File: src/rtl/uart_tx_arb_if.sv
// Handshake bundle between UART requesters, the arbiter and the transmitter.
// The arbiter takes the slave view; the environment driving it takes the master view.
interface uart_tx_arb_if #(
  parameter int unsigned DATA_WIDTH = 8,
  parameter int unsigned NUM_PORTS  = 4
);
  logic [NUM_PORTS*DATA_WIDTH-1:0] s_axis_tdata;
  logic [NUM_PORTS-1:0]            s_axis_tvalid;
  logic [NUM_PORTS-1:0]            s_axis_tlast;
  logic [NUM_PORTS-1:0]            s_axis_tready;
  logic [DATA_WIDTH-1:0]           m_axis_tdata;
  logic                            m_axis_tvalid;
  logic                            m_axis_tready;
  logic                            tx_busy;
  logic [NUM_PORTS-1:0]            grant;
  logic [2:0]                      grant_id;

  modport slave (
    input  s_axis_tdata, s_axis_tvalid, s_axis_tlast, m_axis_tready, tx_busy,
    output s_axis_tready, m_axis_tdata, m_axis_tvalid, grant, grant_id
  );

  modport master (
    output s_axis_tdata, s_axis_tvalid, s_axis_tlast, m_axis_tready, tx_busy,
    input  s_axis_tready, m_axis_tdata, m_axis_tvalid, grant, grant_id
  );
endinterface

File: src/rtl/uart_tx_arb.sv
// Round-robin arbiter multiplexing several byte streams onto one UART transmitter,
// with a single-register output stage, burst limiting and optional drain-to-idle.
module uart_tx_arb #(
  parameter int unsigned DATA_WIDTH = 8,
  parameter int unsigned NUM_PORTS  = 4,
  parameter int unsigned MAX_BURST  = 16,
  parameter int unsigned WAIT_IDLE  = 1
) (
  input logic            clk,
  input logic            rst,
  uart_tx_arb_if.slave   bus
);

  typedef enum logic [1:0] {IDLE, XFER, DRAIN} state_t;

  state_t                  state_q, state_d;
  logic [NUM_PORTS-1:0]    grant_q, grant_d;
  logic [2:0]              gid_q, gid_d;
  logic [7:0]              cnt_q, cnt_d;
  logic                    mvalid_q, mvalid_d;
  logic [DATA_WIDTH-1:0]   mdata_q, mdata_d;

  logic                    slot_free;
  logic                    accept;
  logic                    sel_last;
  logic [DATA_WIDTH-1:0]   sel_data;
  logic [NUM_PORTS-1:0]    ready_vec;
  logic                    pick_found;
  logic [2:0]              pick_id;
  logic [NUM_PORTS-1:0]    pick_oh;

  always_comb begin
    slot_free = !mvalid_q || bus.m_axis_tready;
    ready_vec = (state_q == XFER && slot_free) ? grant_q : '0;
    accept    = |(ready_vec & bus.s_axis_tvalid);
    sel_data  = '0;
    sel_last  = 1'b0;
    for (int unsigned i = 0; i < NUM_PORTS; i++) begin
      if (grant_q[i]) begin
        sel_data = bus.s_axis_tdata[i*DATA_WIDTH +: DATA_WIDTH];
        sel_last = bus.s_axis_tlast[i];
      end
    end
  end

  // Search starts just after the last grant: first ports above grant_id,
  // then wrap to ports 0..grant_id.
  always_comb begin
    pick_found = 1'b0;
    pick_id    = gid_q;
    pick_oh    = '0;
    for (int unsigned i = 0; i < NUM_PORTS; i++) begin
      if (!pick_found && bus.s_axis_tvalid[i] && i > 32'(gid_q)) begin
        pick_found = 1'b1;
        pick_id    = 3'(i);
        pick_oh    = '0;
        pick_oh[i] = 1'b1;
      end
    end
    for (int unsigned i = 0; i < NUM_PORTS; i++) begin
      if (!pick_found && bus.s_axis_tvalid[i] && i <= 32'(gid_q)) begin
        pick_found = 1'b1;
        pick_id    = 3'(i);
        pick_oh    = '0;
        pick_oh[i] = 1'b1;
      end
    end
  end

  always_comb begin
    state_d  = state_q;
    grant_d  = grant_q;
    gid_d    = gid_q;
    cnt_d    = cnt_q;
    mvalid_d = mvalid_q;
    mdata_d  = mdata_q;

    case (state_q)
      IDLE: begin
        if (pick_found) begin
          grant_d = pick_oh;
          gid_d   = pick_id;
          cnt_d   = '0;
          state_d = XFER;
        end
      end
      XFER: begin
        if (accept) begin
          cnt_d = cnt_q + 8'd1;
          if (sel_last || (cnt_q + 8'd1) == 8'(MAX_BURST)) begin
            grant_d = '0;
            state_d = (WAIT_IDLE != 0) ? DRAIN : IDLE;
          end
        end
      end
      DRAIN: begin
        if (!mvalid_q && !bus.tx_busy) begin
          state_d = IDLE;
        end
      end
      default: state_d = IDLE;
    endcase

    if (accept) begin
      mvalid_d = 1'b1;
      mdata_d  = sel_data;
    end else if (bus.m_axis_tready) begin
      mvalid_d = 1'b0;
    end
  end

  always_ff @(posedge clk or negedge rst) begin
    if (!rst) begin
      state_q  <= IDLE;
      grant_q  <= '0;
      gid_q    <= 3'(NUM_PORTS - 1);
      cnt_q    <= '0;
      mvalid_q <= 1'b0;
      mdata_q  <= '0;
    end else begin
      state_q  <= state_d;
      grant_q  <= grant_d;
      gid_q    <= gid_d;
      cnt_q    <= cnt_d;
      mvalid_q <= mvalid_d;
      mdata_q  <= mdata_d;
    end
  end

  assign bus.s_axis_tready = ready_vec;
  assign bus.m_axis_tdata  = mdata_q;
  assign bus.m_axis_tvalid = mvalid_q;
  assign bus.grant         = grant_q;
  assign bus.grant_id      = gid_q;

endmodule

File: src/flat_wrapper.sv
// flat-port wrapper written by rule: the top's interface ports become plain ports
module uart_tx_arb_flat 
#(
  parameter int unsigned DATA_WIDTH = 8,
  parameter int unsigned NUM_PORTS  = 4,
  parameter int unsigned MAX_BURST  = 16,
  parameter int unsigned WAIT_IDLE  = 1
)
  (clk, rst, bus_s_axis_tdata, bus_s_axis_tvalid, bus_s_axis_tlast, bus_m_axis_tready, bus_tx_busy, bus_s_axis_tready, bus_m_axis_tdata, bus_m_axis_tvalid, bus_grant, bus_grant_id);
  uart_tx_arb_if #(.DATA_WIDTH(DATA_WIDTH), .NUM_PORTS(NUM_PORTS)) bus_i ();
  input logic clk;
  input logic rst;
  input wire logic [$bits(bus_i.s_axis_tdata)-1:0] bus_s_axis_tdata;
  input wire logic [$bits(bus_i.s_axis_tvalid)-1:0] bus_s_axis_tvalid;
  input wire logic [$bits(bus_i.s_axis_tlast)-1:0] bus_s_axis_tlast;
  input wire logic [$bits(bus_i.m_axis_tready)-1:0] bus_m_axis_tready;
  input wire logic [$bits(bus_i.tx_busy)-1:0] bus_tx_busy;
  output wire logic [$bits(bus_i.s_axis_tready)-1:0] bus_s_axis_tready;
  output wire logic [$bits(bus_i.m_axis_tdata)-1:0] bus_m_axis_tdata;
  output wire logic [$bits(bus_i.m_axis_tvalid)-1:0] bus_m_axis_tvalid;
  output wire logic [$bits(bus_i.grant)-1:0] bus_grant;
  output wire logic [$bits(bus_i.grant_id)-1:0] bus_grant_id;
  assign bus_i.s_axis_tdata = bus_s_axis_tdata;
  assign bus_i.s_axis_tvalid = bus_s_axis_tvalid;
  assign bus_i.s_axis_tlast = bus_s_axis_tlast;
  assign bus_i.m_axis_tready = bus_m_axis_tready;
  assign bus_i.tx_busy = bus_tx_busy;
  assign bus_s_axis_tready = bus_i.s_axis_tready;
  assign bus_m_axis_tdata = bus_i.m_axis_tdata;
  assign bus_m_axis_tvalid = bus_i.m_axis_tvalid;
  assign bus_grant = bus_i.grant;
  assign bus_grant_id = bus_i.grant_id;
  uart_tx_arb #(.DATA_WIDTH(DATA_WIDTH), .NUM_PORTS(NUM_PORTS), .MAX_BURST(MAX_BURST), .WAIT_IDLE(WAIT_IDLE)) u_core (.clk(clk), .rst(rst), .bus(bus_i));
endmodule
File: config.mk
export PLATFORM = sky130hd
export DESIGN_NAME = uart_tx_arb_flat
export DESIGN_NICKNAME = d
export VERILOG_FILES = /design/src/rtl/uart_tx_arb_if.sv /design/src/rtl/uart_tx_arb.sv /design/src/flat_wrapper.sv
export SDC_FILE = /design/constraint.sdc
export NUM_CORES = 1
export LEC_CHECK = 0
export ABC_AREA = 1
export CAP_MARGIN = 20
export CORE_UTILIZATION = 48
export DETAILED_ROUTE_END_ITERATION = 6
export PLACE_DENSITY = 0.93
export SYNTH_ARGS = -nofsm -noshare
export SYNTH_HDL_FRONTEND = slang
export SYNTH_SLANG_ARGS = --single-unit
File: constraint.sdc
create_clock -name clk -period 2.8 [get_ports clk]
set_input_delay 0.28 -clock clk [delete_from_list [all_inputs] [get_ports clk]]
set_output_delay 0.28 -clock clk [all_outputs]
set_load 0.01 [all_outputs]
Word level (Yosys, flattened, before mapping) --
Cells that the tools add are included.
Cells by class: $add $sub $neg 1, reductions and logical operators 33, mux-type cells 44, bitwise operators 1, $lt $le $gt $ge 6, eq/ne operators 7
Operators with widths (count):
- 8-bit 2-to-1 mux | 6
- 4-bit 2-to-1 mux | 9
- 3-bit 2-to-1 mux | 8
- 8-bit case mux with 2 select lines | 1
- 1-bit logical AND | 14
- 1-bit 2-to-1 mux | 13
- 2-bit 2-to-1 mux | 5
- 8-bit by 1-bit adder with 8-bit output (second input constant) | 1
- 8-bit by 5-bit equality test with 1-bit output (second input constant) | 1
- 1-bit zero test | 8
- 4-bit case mux with 2 select lines | 1
- 4-bit AND reduction | 2
- 7-bit nonzero test | 1
- 2-bit by 3-bit greater-than comparator with 1-bit output (first input constant) | 2
- 2-bit by 3-bit <= comparator with 1-bit output (first input constant) | 2
- 2-bit by 1-bit != test with 1-bit output (second input constant) | 3
- 2-bit case mux with 3 select lines | 1
- 3-bit AND reduction | 2
- 4-bit bitwise AND | 1
- 2-bit nonzero test | 2
- 4-bit OR reduction | 1
- 1-bit by 3-bit greater-than comparator with 1-bit output (first input constant) | 1
- 1-bit by 3-bit <= comparator with 1-bit output (first input constant) | 1
- 2-bit by 1-bit equality test with 1-bit output (second input constant) | 1
- 4 further kinds | 5
Storage, ports and cells: input bits 44, register bits after elaboration 26, output and inout port bits 20

Longest topological paths before layout --
depth after elaboration 28, gate-level depth with buffers 11, mapped depth without buffers 11

Least setup slack after synthesis --
OpenSTA, ideal clock, no wires.
kind reg-to-reg, start reg u_core.gid_q[1] (netlist: u_core.bus.grant_id[1]), end reg u_core.grant_q[3] (netlist: u_core.bus.grant[3]), required time 2.683 ns, period minus slack after synthesis 1.575 ns, data arrival time 1.458 ns, path slack 1.225 ns, stages on the path, launching flop included 11, path through dfstp_2 > nand2_1 > nand2_2 > nand3_2 > nor2_4 > nand4_4 > nand2_4 > nand2_4 > buf_6 > nand3_1 > nand2_1
Between the ends: word-level cells in the longest chain between the ends 28, elaborated cells between the ends (all ways) 40, classes of those cells order compare: 6; eq/ne: 1; mux: 14; reduce/logical: 19
RTL lines:
- start, declared | line uart_tx_arb.sv:18 | logic [2:0] gid_q, gid_d;
- start signal, assigned | line uart_tx_arb.sv:116 | gid_q <= 3'(NUM_PORTS - 1);
- start signal, assigned | line uart_tx_arb.sv:123 | gid_q <= gid_d;
- 1-bit by 3-bit greater-than comparator with 1-bit output | line uart_tx_arb.sv:53 | if (!pick_found && bus.s_axis_tvalid[i] && i > 32'(gid_q)) begin
- 1-bit logical AND | line uart_tx_arb.sv:53
- 1-bit 2-to-1 mux | line uart_tx_arb.sv:53
- 1-bit zero test | line uart_tx_arb.sv:53
- 1-bit logical AND (2 in a row) | line uart_tx_arb.sv:53
- 1-bit 2-to-1 mux | line uart_tx_arb.sv:53
- 1-bit zero test | line uart_tx_arb.sv:53
- 1-bit logical AND (2 in a row) | line uart_tx_arb.sv:53
- [8 not listed]
- 1-bit zero test | line uart_tx_arb.sv:61 | if (!pick_found && bus.s_axis_tvalid[i] && i <= 32'(gid_q)) begin
- 1-bit logical AND (2 in a row) | line uart_tx_arb.sv:61
- 1-bit 2-to-1 mux | line uart_tx_arb.sv:61
- 1-bit zero test | line uart_tx_arb.sv:61
- 1-bit logical AND (2 in a row) | line uart_tx_arb.sv:61
- 1-bit 2-to-1 mux or 4-bit 2-to-1 mux (tied branches) | line uart_tx_arb.sv:61
- 2-bit by 1-bit != test with 1-bit output (no line) or 4-bit 2-to-1 mux (tied branches)
- 4-bit AND reduction (no line) or 4-bit case mux with 2 select lines (tied branches)
- end signal, assigned | line uart_tx_arb.sv:122 | grant_q <= grant_d;
- end, declared | line uart_tx_arb.sv:17 | logic [NUM_PORTS-1:0] grant_q, grant_d;
Several ways; a longest one is shown, not always the timed one. The select of a mux whose other input is x is not followed. A chain may end at the register's enable or synchronous reset.

Final worst setup path --
start reg u_core.grant_q[2] (netlist: u_core.bus.grant[2]), end out bus_s_axis_tready[2]
Between the ends: word-level cells in the longest chain between the ends 1
RTL lines:
- 4-bit 2-to-1 mux | line uart_tx_arb.sv:34 | ready_vec = (state_q == XFER && slot_free) ? grant_q : '0;
- end, declared | line flat_wrapper.sv:18 | output wire logic [$bits(bus_i.s_axis_tready)-1:0] bus_s_axis_tready;
No other way between the ends.

==> results.cfg <==
[yosys]
synth-edff-count = 0
postSynthAreaPerCell_um2 = 7.40
ys_seq_area_share_pct = 37.0
synth_top_area_share_pct = 33.9
synth_top_area_cell = dfrtp_1
synthFlopType = dfrtp_1
synth-async-reset-ratio_pct = 100
ys_ff_latch = 25
synthCells = 229
yosys-top-cells-count = 63 x nand2_1, 23 x dfrtp_1, 23 x inv_1
yosysWarnings = 0
ys_types = 28
yosysMostFrequentCell = nand2_1
synth_area_leaders = dfrtp_1 34%, nand2_1 14%, nand3_1 5.3%, o21ai_0 5.3%, inv_1 5.1%
syn_nets = 274
syn_area_um2 = 1700

[route]
drt_iter0_drc = 63
avgRoutedWirePerCell_um = 13.0
vias = 1761
finalWirelength_um = 4330
vias_per_cell = 5.27
drc = 0
ant_nets = 0
dr.pass1.iters = 4

[placed_design]
io_buffers = 62
dp_slack_ns = 0.748
hpwl_um = 3300
gp_congestion = 0.854
place_inst = 330
place_area_um2 = 2330

[global_routing]
grt_pass1_wl_um = 6980
first_global_vias = 1636
antenna_found_initial = 0
grt-ovfl-total = 0
grt_start_max_net_pins = 26
grt_usage_pct = 25.3

[cells_and_area]
fin_cells = 334
final_area_um2 = 2360
area.growth.synth_to_final_pct = 39.1
num_antenna_cells = 0
drive_above_1_share_pct = 9.72
final_nets = 334
fillers = 278

[clock_network]
h-tree-depth = 1
post-cts-setup-buffers = 0
cts_buffers = 3
cts_sinks = 25
clockBufferDepth = 2
path_clk_slew_ns = 0.15
hold_buffers = 0
cts.repair.resized = 0
cts_tree = done
root_buffer = clkbuf_4
clock_latency_ns = 0.33

[critical_path]
path_class = flop to output port
startpoint_type = flop
crit_family = flip-flops
ff2ff_path_depth = 7
worst_ep_arrival_time_ns = 1.93
required_ns = 2.52
path_depth = 3
slowest_stage = dfrtp_1
cp_cell_sequence = inv_1 > nor2_1 > clkdlybuf4s50_1
path_buf_inv = 2
cp_max_fo = 21
critPathCaptureType = output port
rrSetupSlack_ns = 1.04
slowest_delay_ns = 0.78

[floorplanning]
fp.dieArea_um2 = 3770
core_um2 = 3360
start_util_pct = 50.4
die_h_um = 61.4
die_x_um = 61.4
io_pins = 64
rows = 21

[sta]
finalClockSkew_ns = 0.0116
fin_ws_ns = 0.589
rsz0062_at_grt = false
hold_violations = 0
timing.setup.tns_ns = 0
worst_slew_pin_slew_ns = 0.639
setup_violations = 0
finalMaxSlewViolations = 0
period_share_pct = 79.0
fmax_mhz = 452
finalCriticalPeriod_ns = 2.21
holdWs_ns = 0.289
slew_headroom_pct = 57.4

[power_and_ir_drop]
vdd_ir_drop_max_mv = 0.349
p_leak_nw = 1.04
p_per_area_nw_per_um2 = 748

[run]
max_cap_violations = 0

[min_path]
hp-class = input pin to async pin

[status]
status = finished, final reports clean
-- per-stage QoR --
stage	util, %	total power [mW]
6_report	70.1	1.76
5_1_grt	70.1	1.91
4_1_cts	70.1	1.76
3_5_place_dp	69.2	1.59
3_3_place_gp	69.2	1.55
2_1_floorplan	-	1.27
-- layout by cell type (no fill, tap or decap) --
cell and instances:
a21oi_1 5, nand2_2 5, o21ai_0 18, nand2_4 2, clkinvlp_4 1, nand2_1 63, conb_1 1, o21ai_2 1
nor2_1 19, a21boi_0 1, o22ai_2 4, clkdlybuf4s50_1 62, inv_1 23, a22oi_1 8, nand3_1 18, a21oi_2 1
nor2_4 3, o211ai_1 9, nand3_2 1, clkbuf_4 3, ha_1 1, o21bai_1 1, nor2_2 2, dfrtp_1 23
nand4_1 8, nand4_4 1, buf_4 2, dfstp_2 2
-- where the power goes --
| group | internal [mW] | total, mW | leakage (nW) | switching (mW) |
|---|---|---|---|---|
| Combinational | 0.418 | 1.00 | 0.703 | 0.582 |
| Clock | 0.0548 | 0.171 | 0.0139 | 0.117 |
| Sequential | 0.467 | 0.593 | 0.326 | 0.126 |
| Total | 0.939 | 1.76 | 1.04 | 0.825 |
-- final cells by class --
class	instances	area (um2)	share of cell area, %
Tap cell	46	57.6	2.44
Sequential cell	25	628	26.6
Multi-Input combinational cell	172	921	39.0
Clock inverter	1	7.51	0.318
Timing Repair Buffer	64	636	26.9
Clock buffer	3	22.5	0.955
Inverter	23	86.3	3.66
-- final timing paths --
path	start	end
setup / recovery	u_core.bus.grant[2]	bus_s_axis_tready[2]
hold / removal	rst	u_core.bus.grant[1]
setup reg to reg	u_core.bus.grant[2]	u_core.cnt_q[0]
hold reg to reg	u_core.bus.m_axis_tdata[5]	u_core.bus.m_axis_tdata[5]
max in group asynchronous	rst	u_core.bus.grant_id[0]
min in group clk	u_core.bus.m_axis_tdata[5]	u_core.bus.m_axis_tdata[5]
-- registers in the layout, indices dropped and copies added, names as in the netlist --
| signal | flops |
|---|---|
| u_core.bus.m_axis_tdata | 8 |
| u_core.bus.grant_id | 2 |
| u_core.state_q | 2 |
| u_core.bus.m_axis_tvalid | 1 |
| u_core.bus.grant | 4 |
| u_core.cnt_q | 8 |
-- layer usage --
metal | track usage (%) | wire length [um] | up-vias
met1 | 30.8 | 1870 | 805
met3 | 5.88 | 266 | 8
met4 | 8.57 | 70 | 0
met5 | 0 | 0 | -
li1 | - | - | 879
met2 | 44.1 | 2120 | 69
-- logic make-up after synthesis --
kind of cell | Yosys count | share of synthesized area, %
buffers and inverters | 32 | 8.63
other | 1 | 0.221
adders and majority gates | 1 | 0.738
and+or+nand+nor | 122 | 34.2
DFF | 25 | 37.0
AOI/OAI and AO/OA | 48 | 19.2
-- worst reg2reg max path: stages (launching register included) --
cell     delay [ns]
dfrtp_1        0.64
nand4_1        0.21
nand2_1        0.10
nor2_4         0.17
buf_4          0.30
inv_1          0.11
nand2_1        0.09
o21ai_2        0.05
Note: power is estimated with default switching activity, not from simulation.
